[src/rtl/key_entry_pkg.sv]
// Shared types for the front-panel key entry block: FSM states, key bit map, decoded events.
// Latency: n/a (types and constants only).
// Backpressure: n/a.
package key_entry_pkg;

  // FSM states; the encodings are shown on the panel display.
  typedef enum logic [2:0] {
    S_DIM   = 3'd0,
    S_ELEM  = 3'd1,
    S_READY = 3'd2,
    S_REQ   = 3'd3,
    S_BUSY  = 3'd4
  } state_t;

  // Bit positions of the populated keys in key_in; bits 2 and 6 are unpopulated.
  localparam int NUM_KEYS  = 8;
  localparam int KEY_INC   = 0;
  localparam int KEY_DEC   = 1;
  localparam int KEY_WR    = 3;
  localparam int KEY_CFM   = 4;
  localparam int KEY_START = 5;
  localparam int KEY_ABORT = 7;

  // The single key event the FSM acts on in a given cycle.
  typedef enum logic [2:0] {
    EV_NONE  = 3'd0,
    EV_INC   = 3'd1,
    EV_DEC   = 3'd2,
    EV_WR    = 3'd3,
    EV_CFM   = 3'd4,
    EV_START = 3'd5,
    EV_ABORT = 3'd6
  } ev_t;

endpackage

[src/rtl/key_entry_ctrl_if.sv]
// Operand-store write port and start/ack/done handshake between the key sequencer and the datapath.
// Latency: wires only.
// Backpressure: start_req is held until start_ack; the write port has no backpressure.
interface key_entry_ctrl_if #(
  parameter int DW = 4,
  parameter int AW = 3
);
  logic          wr_en;
  logic [AW-1:0] wr_addr;
  logic [DW-1:0] wr_data;
  logic          start_req;
  logic          start_ack;
  logic          op_done;

  // Sequencer side.
  modport master (
    output wr_en, wr_addr, wr_data, start_req,
    input  start_ack, op_done
  );

  // Operand store / datapath side.
  modport slave (
    input  wr_en, wr_addr, wr_data, start_req,
    output start_ack, op_done
  );
endinterface

[src/rtl/key_debounce.sv]
// One key: 2-flop synchronizer, stable-count debounce, single-cycle press pulse on debounced 1->0.
// Latency: press 3 cycles after the raw edge without KEY_DEBOUNCE_EN, DEBOUNCE_CYC+2 cycles with it.
// Backpressure: none; a press pulse is produced regardless of whether anything consumes it.
module key_debounce #(
  parameter int DEBOUNCE_CYC = 1000
) (
  input  logic clk_50M,
  input  logic rst_n,
  input  logic key_raw,
  output logic press
);

  // Without debounce the level follows the synchronizer after a single differing sample,
  // which is the same counter with a window of one.
`ifdef KEY_DEBOUNCE_EN
  localparam int THRESH = DEBOUNCE_CYC;
`else
  localparam int THRESH = 1;
`endif
  localparam int             CW       = $clog2(DEBOUNCE_CYC + 1);
  localparam logic [CW-1:0]  CNT_LAST = CW'(THRESH - 1);
  localparam logic [CW-1:0]  CNT_ONE  = CW'(1);

  logic          sync_q0;
  logic          sync_q1;
  logic          level;
  logic          level_upd;
  logic [CW-1:0] cnt;

  // Level flips on the last sample of an unbroken run of differing samples.
  assign level_upd = (sync_q1 != level) && (cnt == CNT_LAST);

  // Bring the asynchronous key into clk_50M; released (1) out of reset.
  always_ff @(posedge clk_50M or negedge rst_n) begin
    if (!rst_n) begin
      sync_q0 <= 1'b1;
      sync_q1 <= 1'b1;
    end else begin
      sync_q0 <= key_raw;
      sync_q1 <= sync_q0;
    end
  end

  // Count consecutive cycles the synchronized key disagrees with the level; any bounce restarts it.
  always_ff @(posedge clk_50M or negedge rst_n) begin
    if (!rst_n) begin
      cnt <= '0;
    end else if ((sync_q1 == level) || level_upd) begin
      cnt <= '0;
    end else begin
      cnt <= cnt + CNT_ONE;
    end
  end

  // Accept the new level and flag a press only on the released-to-pressed transition.
  always_ff @(posedge clk_50M or negedge rst_n) begin
    if (!rst_n) begin
      level <= 1'b1;
      press <= 1'b0;
    end else begin
      press <= level_upd & level;
      if (level_upd) begin
        level <= sync_q1;
      end
    end
  end

endmodule

[src/rtl/key_entry_ctrl.sv]
// Front-panel sequencer: debounced keys drive an entry FSM that writes dim/operands and starts the datapath.
// Latency: registered outputs change the cycle after a press event; start_req drops the cycle after start_ack.
// Backpressure: start_req held until start_ack; keys other than abort are ignored while in S_REQ/S_BUSY.
// Build option: define KEY_DEBOUNCE_EN for full debounce; undefined gives a 3-cycle raw-to-event path.
module key_entry_ctrl
  import key_entry_pkg::*;
#(
  parameter int DEBOUNCE_CYC = 1000,
  parameter int VAL_MAX      = 9,
  parameter int DIM_MAX      = 8,
  parameter int DW           = 4,
  parameter int AW           = 3
) (
  input  logic                    clk_50M,
  input  logic                    rst_n,
  input  logic [NUM_KEYS-1:0]     key_in,
  key_entry_ctrl_if.master        bus,
  output logic [AW:0]             dim_out,
  output logic [AW:0]             elem_cnt,
  output logic [2:0]              state_out,
  output logic                    err
);

  localparam logic [AW:0]   DIM_TOP = (AW+1)'(DIM_MAX);
  localparam logic [AW:0]   CNT_ONE = (AW+1)'(1);
  localparam logic [DW-1:0] VAL_TOP = DW'(VAL_MAX);
  localparam logic [DW-1:0] VAL_ONE = DW'(1);

  logic [NUM_KEYS-1:0] press;
  logic                unused_keys;
  ev_t                 ev;

  state_t        state, state_nxt;
  logic [AW:0]   dim, dim_nxt;
  logic [AW:0]   idx, idx_nxt;
  logic [DW-1:0] cur_val, cur_val_nxt;
  logic          wr_en_q, wr_en_nxt;
  logic [AW-1:0] wr_addr_q, wr_addr_nxt;
  logic [DW-1:0] wr_data_q, wr_data_nxt;
  logic          start_req_q;
  logic          err_q, err_nxt;

  for (genvar k = 0; k < NUM_KEYS; k++) begin : g_key
    key_debounce #(
      .DEBOUNCE_CYC (DEBOUNCE_CYC)
    ) u_db (
      .clk_50M (clk_50M),
      .rst_n   (rst_n),
      .key_raw (key_in[k]),
      .press   (press[k])
    );
  end

  // Keys 2 and 6 are unpopulated on the board; their presses are deliberately dropped.
  assign unused_keys = press[2] ^ press[6];

  // Keep only the highest-priority press of the cycle: abort > start > confirm > write > dec > inc.
  always_comb begin
    ev = EV_NONE;
    if      (press[KEY_ABORT]) ev = EV_ABORT;
    else if (press[KEY_START]) ev = EV_START;
    else if (press[KEY_CFM])   ev = EV_CFM;
    else if (press[KEY_WR])    ev = EV_WR;
    else if (press[KEY_DEC])   ev = EV_DEC;
    else if (press[KEY_INC])   ev = EV_INC;
  end

  // Entry FSM next state, dimension/index/value updates, write strobe and error pulse.
  always_comb begin
    state_nxt   = state;
    dim_nxt     = dim;
    idx_nxt     = idx;
    cur_val_nxt = cur_val;
    wr_en_nxt   = 1'b0;
    wr_addr_nxt = wr_addr_q;
    wr_data_nxt = wr_data_q;
    err_nxt     = 1'b0;

    if (ev == EV_ABORT) begin
      state_nxt   = S_DIM;
      dim_nxt     = '0;
      idx_nxt     = '0;
      cur_val_nxt = '0;
    end else begin
      case (state)
        S_DIM: begin
          case (ev)
            EV_INC: dim_nxt = (dim == DIM_TOP) ? '0 : dim + CNT_ONE;
            EV_DEC: dim_nxt = (dim == '0) ? DIM_TOP : dim - CNT_ONE;
            EV_CFM: begin
              if (dim == '0) begin
                err_nxt = 1'b1;
              end else begin
                state_nxt   = S_ELEM;
                idx_nxt     = '0;
                cur_val_nxt = '0;
              end
            end
            EV_WR, EV_START: err_nxt = 1'b1;
            default: ;
          endcase
        end
        S_ELEM: begin
          case (ev)
            EV_INC: cur_val_nxt = (cur_val == VAL_TOP) ? '0 : cur_val + VAL_ONE;
            EV_DEC: cur_val_nxt = (cur_val == '0) ? VAL_TOP : cur_val - VAL_ONE;
            EV_WR: begin
              // cur_val is kept after a write so runs of equal operands need no re-entry.
              if (idx < dim) begin
                wr_en_nxt   = 1'b1;
                wr_addr_nxt = idx[AW-1:0];
                wr_data_nxt = cur_val;
                idx_nxt     = idx + CNT_ONE;
              end else begin
                err_nxt = 1'b1;
              end
            end
            EV_CFM: begin
              if (idx == '0) err_nxt = 1'b1;
              else           state_nxt = S_READY;
            end
            EV_START: err_nxt = 1'b1;
            default: ;
          endcase
        end
        S_READY: begin
          case (ev)
            EV_START: state_nxt = S_REQ;
            EV_INC, EV_DEC, EV_WR, EV_CFM: err_nxt = 1'b1;
            default: ;
          endcase
        end
        S_REQ: begin
          // An op_done coinciding with the ack is not looked at here and is lost.
          if (bus.start_ack) state_nxt = S_BUSY;
        end
        S_BUSY: begin
          if (bus.op_done) begin
            state_nxt   = S_DIM;
            dim_nxt     = '0;
            idx_nxt     = '0;
            cur_val_nxt = '0;
          end
        end
        default: state_nxt = S_DIM;
      endcase
    end
  end

  // State and entry registers.
  always_ff @(posedge clk_50M or negedge rst_n) begin
    if (!rst_n) begin
      state   <= S_DIM;
      dim     <= '0;
      idx     <= '0;
      cur_val <= '0;
    end else begin
      state   <= state_nxt;
      dim     <= dim_nxt;
      idx     <= idx_nxt;
      cur_val <= cur_val_nxt;
    end
  end

  // Registered outputs; start_req tracks S_REQ so it falls with the ack or an abort.
  always_ff @(posedge clk_50M or negedge rst_n) begin
    if (!rst_n) begin
      wr_en_q     <= 1'b0;
      wr_addr_q   <= '0;
      wr_data_q   <= '0;
      start_req_q <= 1'b0;
      err_q       <= 1'b0;
    end else begin
      wr_en_q     <= wr_en_nxt;
      wr_addr_q   <= wr_addr_nxt;
      wr_data_q   <= wr_data_nxt;
      start_req_q <= (state_nxt == S_REQ);
      err_q       <= err_nxt;
    end
  end

  assign bus.wr_en     = wr_en_q;
  assign bus.wr_addr   = wr_addr_q;
  assign bus.wr_data   = wr_data_q;
  assign bus.start_req = start_req_q;
  assign dim_out       = dim;
  assign elem_cnt      = idx;
  assign state_out     = state;
  assign err           = err_q;

endmodule

[src/flat_wrapper.sv]
// flat-port wrapper written by rule: the top's interface ports become plain ports
module key_entry_ctrl_flat import key_entry_pkg::*;
#(
  parameter int DEBOUNCE_CYC = 1000,
  parameter int VAL_MAX      = 9,
  parameter int DIM_MAX      = 8,
  parameter int DW           = 4,
  parameter int AW           = 3
)
  (clk_50M, rst_n, key_in, dim_out, elem_cnt, state_out, err, bus_wr_en, bus_wr_addr, bus_wr_data, bus_start_req, bus_start_ack, bus_op_done);
  key_entry_ctrl_if #(.DW(DW), .AW(AW)) bus_i ();
  input  logic clk_50M;
  input  logic rst_n;
  input  logic [NUM_KEYS-1:0] key_in;
  output logic [AW:0] dim_out;
  output logic [AW:0] elem_cnt;
  output logic [2:0] state_out;
  output logic err;
  output wire logic [$bits(bus_i.wr_en)-1:0] bus_wr_en;
  output wire logic [$bits(bus_i.wr_addr)-1:0] bus_wr_addr;
  output wire logic [$bits(bus_i.wr_data)-1:0] bus_wr_data;
  output wire logic [$bits(bus_i.start_req)-1:0] bus_start_req;
  input wire logic [$bits(bus_i.start_ack)-1:0] bus_start_ack;
  input wire logic [$bits(bus_i.op_done)-1:0] bus_op_done;
  assign bus_wr_en = bus_i.wr_en;
  assign bus_wr_addr = bus_i.wr_addr;
  assign bus_wr_data = bus_i.wr_data;
  assign bus_start_req = bus_i.start_req;
  assign bus_i.start_ack = bus_start_ack;
  assign bus_i.op_done = bus_op_done;
  key_entry_ctrl #(.DEBOUNCE_CYC(DEBOUNCE_CYC), .VAL_MAX(VAL_MAX), .DIM_MAX(DIM_MAX), .DW(DW), .AW(AW)) u_core (.clk_50M(clk_50M), .rst_n(rst_n), .key_in(key_in), .bus(bus_i), .dim_out(dim_out), .elem_cnt(elem_cnt), .state_out(state_out), .err(err));
endmodule
[config.mk]
export PLATFORM = sky130hd
export DESIGN_NAME = key_entry_ctrl_flat
export DESIGN_NICKNAME = d
export VERILOG_FILES = /design/src/rtl/key_entry_pkg.sv /design/src/rtl/key_entry_ctrl_if.sv /design/src/rtl/key_debounce.sv /design/src/rtl/key_entry_ctrl.sv /design/src/flat_wrapper.sv
export SDC_FILE = /design/constraint.sdc
export NUM_CORES = 1
export LEC_CHECK = 0
export BUFFER_PORTS_ARGS = -buffer_cell sky130_fd_sc_hd__buf_2
export CORE_ASPECT_RATIO = 0.75
export CORE_UTILIZATION = 35
export CTS_CLUSTER_DIAMETER = 50
export DETAILED_ROUTE_END_ITERATION = 10
export PLACE_DENSITY = 0.51
export SYNTH_ARGS = -nofsm -noshare
export SYNTH_HDL_FRONTEND = slang
export SYNTH_SLANG_ARGS = --single-unit
export TNS_END_PERCENT = 5
[constraint.sdc]
create_clock -name clk_50M -period 2.75 [get_ports clk_50M]
set_clock_uncertainty 0.15 [all_clocks]
set_input_delay 0.275 -clock clk_50M [delete_from_list [all_inputs] [get_ports clk_50M]]
set_output_delay 0.275 -clock clk_50M [all_outputs]
set_load 0.05 [all_outputs]
==> metrics.csv, run 1 <==
metric,value,unit
status,finished clean,
nets,594,
final_cell_mix,"dfrtp_1 (91), nor2_1 (81), xor2_1 (35)",
tightest_slew,632,ps
area_delta_synth_final,14.2,%
irDropWorstVdd,0.344,mV
start_util,35.7,%
track_usage,14.1,%
rrSetupSlack,360,ps
rsz0062_at_grt,no,
ant_nets,0,
ys.flop_type,dfrtp_1,
io_buffers,30,
fin_util,40.8,%
place_area,5840,µm²
grt_pass1_vias,3605,
grt_max_degree,49,
post-cts-setup-buffers,0,
path_class,flop to flop,
cts_made_buffers,9,
cp-start-kind,flop,
ios,33,
worstSkewPairLatency,350,ps
ctsResizeCount,0,
place_congestion,0.850,
rows,39,
via_per_inst,4.77,
synth_cells,518,
hpwlAfterDp,7350,µm
clk_path_buf_depth,2,
dieHeight,110,µm
cts_tree,yes,
required,2890,ps
first_pass_iters,4,
ys_seq_area_share,50.6,%
min_period,2390,ps
htree_num_levels,3,
grt-ovfl-total,0,
grt_pass1_wl,17900,µm
min_period_over_period,86.9,%
wl_per_cell,13.4,µm
drv_cap,0,
hold_class,primary input to flop,
antenna_found_initial,2,
max_freq,418,MHz
worstSetupEndpointType,flop,
setup_tns,0,ps
setup_viol,0,
cts.sinks,109,
final_common_cell,dfrtp_1,
leakage,0.00278,µW
synth_edf_count,0,
crit_arrival,2530,ps
syn_nets,552,
fin_area,6210,µm²
synth_cell_types,65,
drc,0,
hold_viol_final,0,
ys_async_sr_fraction,100,%
syn_area,5440,µm²
wl,10300,µm
powerDensity,554,nW/µm²
synth-seq-cells,109,
die-area,16100,µm²
drv_slew,0,
root_buffer,clkbuf_16,
drt_iter0_drc,151,
layout-drive-gt1-share,16.6,%
hold_buffers,7,
route.vias.total,3679,
maxSlewHeadroom,57.9,%
core_area,15200,µm²
whs,118,ps
dieWidth,146,µm
syn_area_per_cell,10.5,µm²
synth_warnings,0,
worst-path-max-fanout,6,
fill_cells,1491,
clk_pin_slew,70,ps
[routing by layer]
metal	global-route usage (%)	wire length, µm
met4	4.36	107
met1	19.8	5500
met2	20.4	4130
met5	0	8
met3	4.94	545
[flip-flops by register name, summed over array words and instances, names as in the netlist, 4 cells and up]
name and flops:
u_core.g_key.u_db.level 6, u_core.cur_val 4, u_core.g_key.u_db.cnt 60, u_core.elem_cnt 4, u_core.g_key.u_db.press 6, u_core.dim_out 4, u_core.g_key.u_db.sync_q0 6, u_core.bus.wr_data 4
u_core.g_key.u_db.sync_q1 6
[path summary, 6_finish.rpt]
check,from,depth (start not counted),endpoint
min in group asynchronous,rst_n,2,u_core.g_key[5].u_db.cnt[5]$_DFF_PN0_
worst min register to register,u_core.g_key[0].u_db.sync_q0$_DFF_PN1_,0,u_core.g_key[0].u_db.sync_q1$_DFF_PN1_
worst max-delay path,u_core.dim_out[1]$_DFFE_PN0P_,7,u_core.elem_cnt[0]$_DFFE_PN0P_
worst min-delay path,bus_start_ack,3,u_core.state_out[2]$_DFF_PN0_
max in group asynchronous,rst_n,3,u_core.g_key[4].u_db.sync_q1$_DFF_PN1_
worst max register to register,u_core.dim_out[1]$_DFFE_PN0P_,7,u_core.elem_cnt[0]$_DFFE_PN0P_
[critical path: stages, from the launching register on]
cell and delay (ps):
dfrtp_1 440, inv_1 140, ha_1 270, or3b_4 420
a211o_1 340, a21oi_4 210, o21bai_1 180, mux2_2 180
[cell usage after synthesis (6+ instances only)]
cell type	instances	area share [%]
xor2_1	35	5.6
nor4_1	8	0.92
nand4_1	8	0.92
nor3b_1	7	0.97
and3_1	13	1.5
dfrtp_1	91	42
o21ai_0	9	0.83
xnor2_1	20	3.2
nor3_1	11	1.0
dfstp_2	18	8.7
nand3_1	27	2.5
inv_1	29	2.0
mux2_2	7	1.4
nor2_1	81	5.6
ha_1	22	5.1
a21oi_1	12	1.1
mux2_4	7	1.9
clkbuf_1	6	0.41
and2_1	7	0.80
nand2_1	29	2.0
[layout make-up]
class                   instances  area (µm²)  share of cell area (%)
inverters                      29         109                    1.75
flip-flops and latches        109        2750                    44.3
repair buffers                 41         265                    4.27
diodes                          1        2.50                  0.0403
well taps                     205         256                    4.13
clock inverters                 4        55.1                   0.886
multi-input cells             370        2530                    40.7
clock buffers                  12         246                    3.97
[logic make-up after synthesis]
kind of cell / share of synthesized area [%]
and+or+nand+nor: 20.0
DFF: 50.6
AOI/OAI and AO/OA: 8.26
xor gates and xnor gates: 8.85
buffers and inverters: 3.01
adders and majority gates: 5.06
muxes: 4.30
[power breakdown]
group	total, µW	internal [µW]	leakage (µW)	switching [µW]
Clock	1320	739	0.000144	582
Sequential	1700	1650	0.00145	54.0
Combinational	414	150	0.00119	263
[metrics by stage]
step                      cells  worst slack, ps  power [µW]
after floorplan             518              289        2010
after global placement      747              421        2140
after detailed placement    747              395        2140
after CTS                   770              361        3490
after global routing        770              219        3620
final                       771              360        3440
(Power assumes the default switching activity.)
==> run 2, diff against run 1 <==
- RECOVER_POWER: default -> 25
==> metrics.csv, run 2 (synthesized netlist as in run 1, its figures left out) <==
metric,value,unit
grt_pass1_vias,3605,
cp-start-kind,flop,
hold_buffers,7,
max_freq,418,MHz
maxSlewHeadroom,18.2,%
worstSkewPairLatency,350,ps
largest_register,u_core.g_key.u_db.cnt,
drc,0,
antenna_found_initial,2,
grt_max_degree,49,
area_delta_synth_final,14.1,%
via_per_inst,4.77,
hpwlAfterDp,7350,µm
ctsResizeCount,0,
setup_viol,0,
wl_per_cell,13.4,µm
max_stage_delay,440,ps
io_buffers,30,
setup_ws,360,ps
rows,39,
ant_nets,0,
tightest_slew,1230,ps
dieWidth,146,µm
dieHeight,110,µm
cts.sinks,109,
largest_register_ffs,60,
hold_class,primary input to flop,
final_cell_mix,"dfrtp_1 (91), nor2_1 (81), xor2_1 (35), inv_1 (29), nand2_1 (29)",
leakage,0.00278,µW
worstSetupEndpointType,flop,
setup_tns,0,ps
cts_made_buffers,9,
start_util,35.7,%
core_area,15200,µm²
place_congestion,0.850,
die-area,16100,µm²
min_period_over_period,86.9,%
drt_iter0_drc,152,
crit_buf_inv,1,
root_buffer,clkbuf_16,
path_cells,"inv_1, ha_1, or3b_4, a211o_1, a21oi_4, o21bai_1, mux2_2",
critPathTopFamily,compound AO/OA/AOI/OAI gates,
layout-drive-gt1-share,16.5,%
grt-ovfl-total,0,
nets,594,
path_class,flop to flop,
drv_slew,0,
rrSetupSlack,360,ps
grt_pass1_wl,17900,µm
htree_num_levels,3,
final_common_cell,dfrtp_1,
worst-path-max-fanout,6,
clk_path_buf_depth,2,
rsz0062_at_grt,no,
crit_slowest_cell,dfrtp_1,
post-cts-setup-buffers,0,
cts_tree,yes,
required,2890,ps
hold_viol_final,0,
status,finished clean,
first_pass_iters,4,
min_period,2390,ps
drv_cap,0,
wl,10300,µm
ios,33,
place_ws,395,ps
track_usage,14.1,%
route.vias.total,3679,
clk_pin_slew,70,ps
powerDensity,554,nW/µm²
crit_arrival,2530,ps
irDropWorstVdd,0.344,mV
## run 2: path summary, 6_finish.rpt
| kind | start | to | cells past startpoint |
|---|---|---|---|
| min in group asynchronous | rst_n | u_core.g_key[5].u_db.cnt[5]$_DFF_PN0_ | 2 |
| worst max-delay path | u_core.dim_out[1]$_DFFE_PN0P_ | u_core.elem_cnt[0]$_DFFE_PN0P_ | 7 |
| worst min register to register | u_core.g_key[0].u_db.sync_q0$_DFF_PN1_ | u_core.g_key[0].u_db.sync_q1$_DFF_PN1_ | 0 |
| max in group asynchronous | rst_n | u_core.g_key[4].u_db.sync_q1$_DFF_PN1_ | 3 |
| worst max register to register | u_core.dim_out[1]$_DFFE_PN0P_ | u_core.elem_cnt[0]$_DFFE_PN0P_ | 7 |
| worst min-delay path | bus_start_ack | u_core.state_out[2]$_DFF_PN0_ | 3 |
## run 2: metrics by stage
step / std cells / power, µW / utilization [%] / hold slack, ps / area [µm²]
6_report: 771 / 3440 / 40.8 / 118 / 6210
5_1_grt: 770 / 3620 / 40.8 / 139 / 6200
4_1_cts: 770 / 3490 / 40.8 / 109 / 6210
3_5_place_dp: 747 / 2140 / 38.3 / 197 / 5840
3_3_place_gp: 747 / 2140 / 38.3 / 193 / 5840
2_1_floorplan: 518 / 2010 / - / -171 / 5440
## run 2: routing by layer
| layer | vias up | global-route usage [%] | wire, µm |
|---|---|---|---|
| met5 | - | 0 | 8 |
| met4 | 2 | 4.36 | 107 |
| met3 | 11 | 4.94 | 545 |
| met2 | 47 | 20.4 | 4140 |
| met1 | 1751 | 19.8 | 5500 |
| li1 | 1868 | - | - |
## run 2: final cells by class
class / count / area [µm²]
fillers: 1493 / 9020
flip-flops and latches: 109 / 2750
multi-input cells: 370 / 2530
repair buffers: 41 / 262
well taps: 205 / 256
clock buffers: 12 / 246
inverters: 29 / 109
clock inverters: 4 / 55.1
diodes: 1 / 2.50
## run 2: power breakdown
part	internal [µW]	switching [µW]
registers	1650	54.0
clock network	739	582
logic	150	263
## run 2: tightest hold or removal path, cell delays in order
cell and delay [ps]:
buf_2 100, a41oi_1 110, nor2_1 90
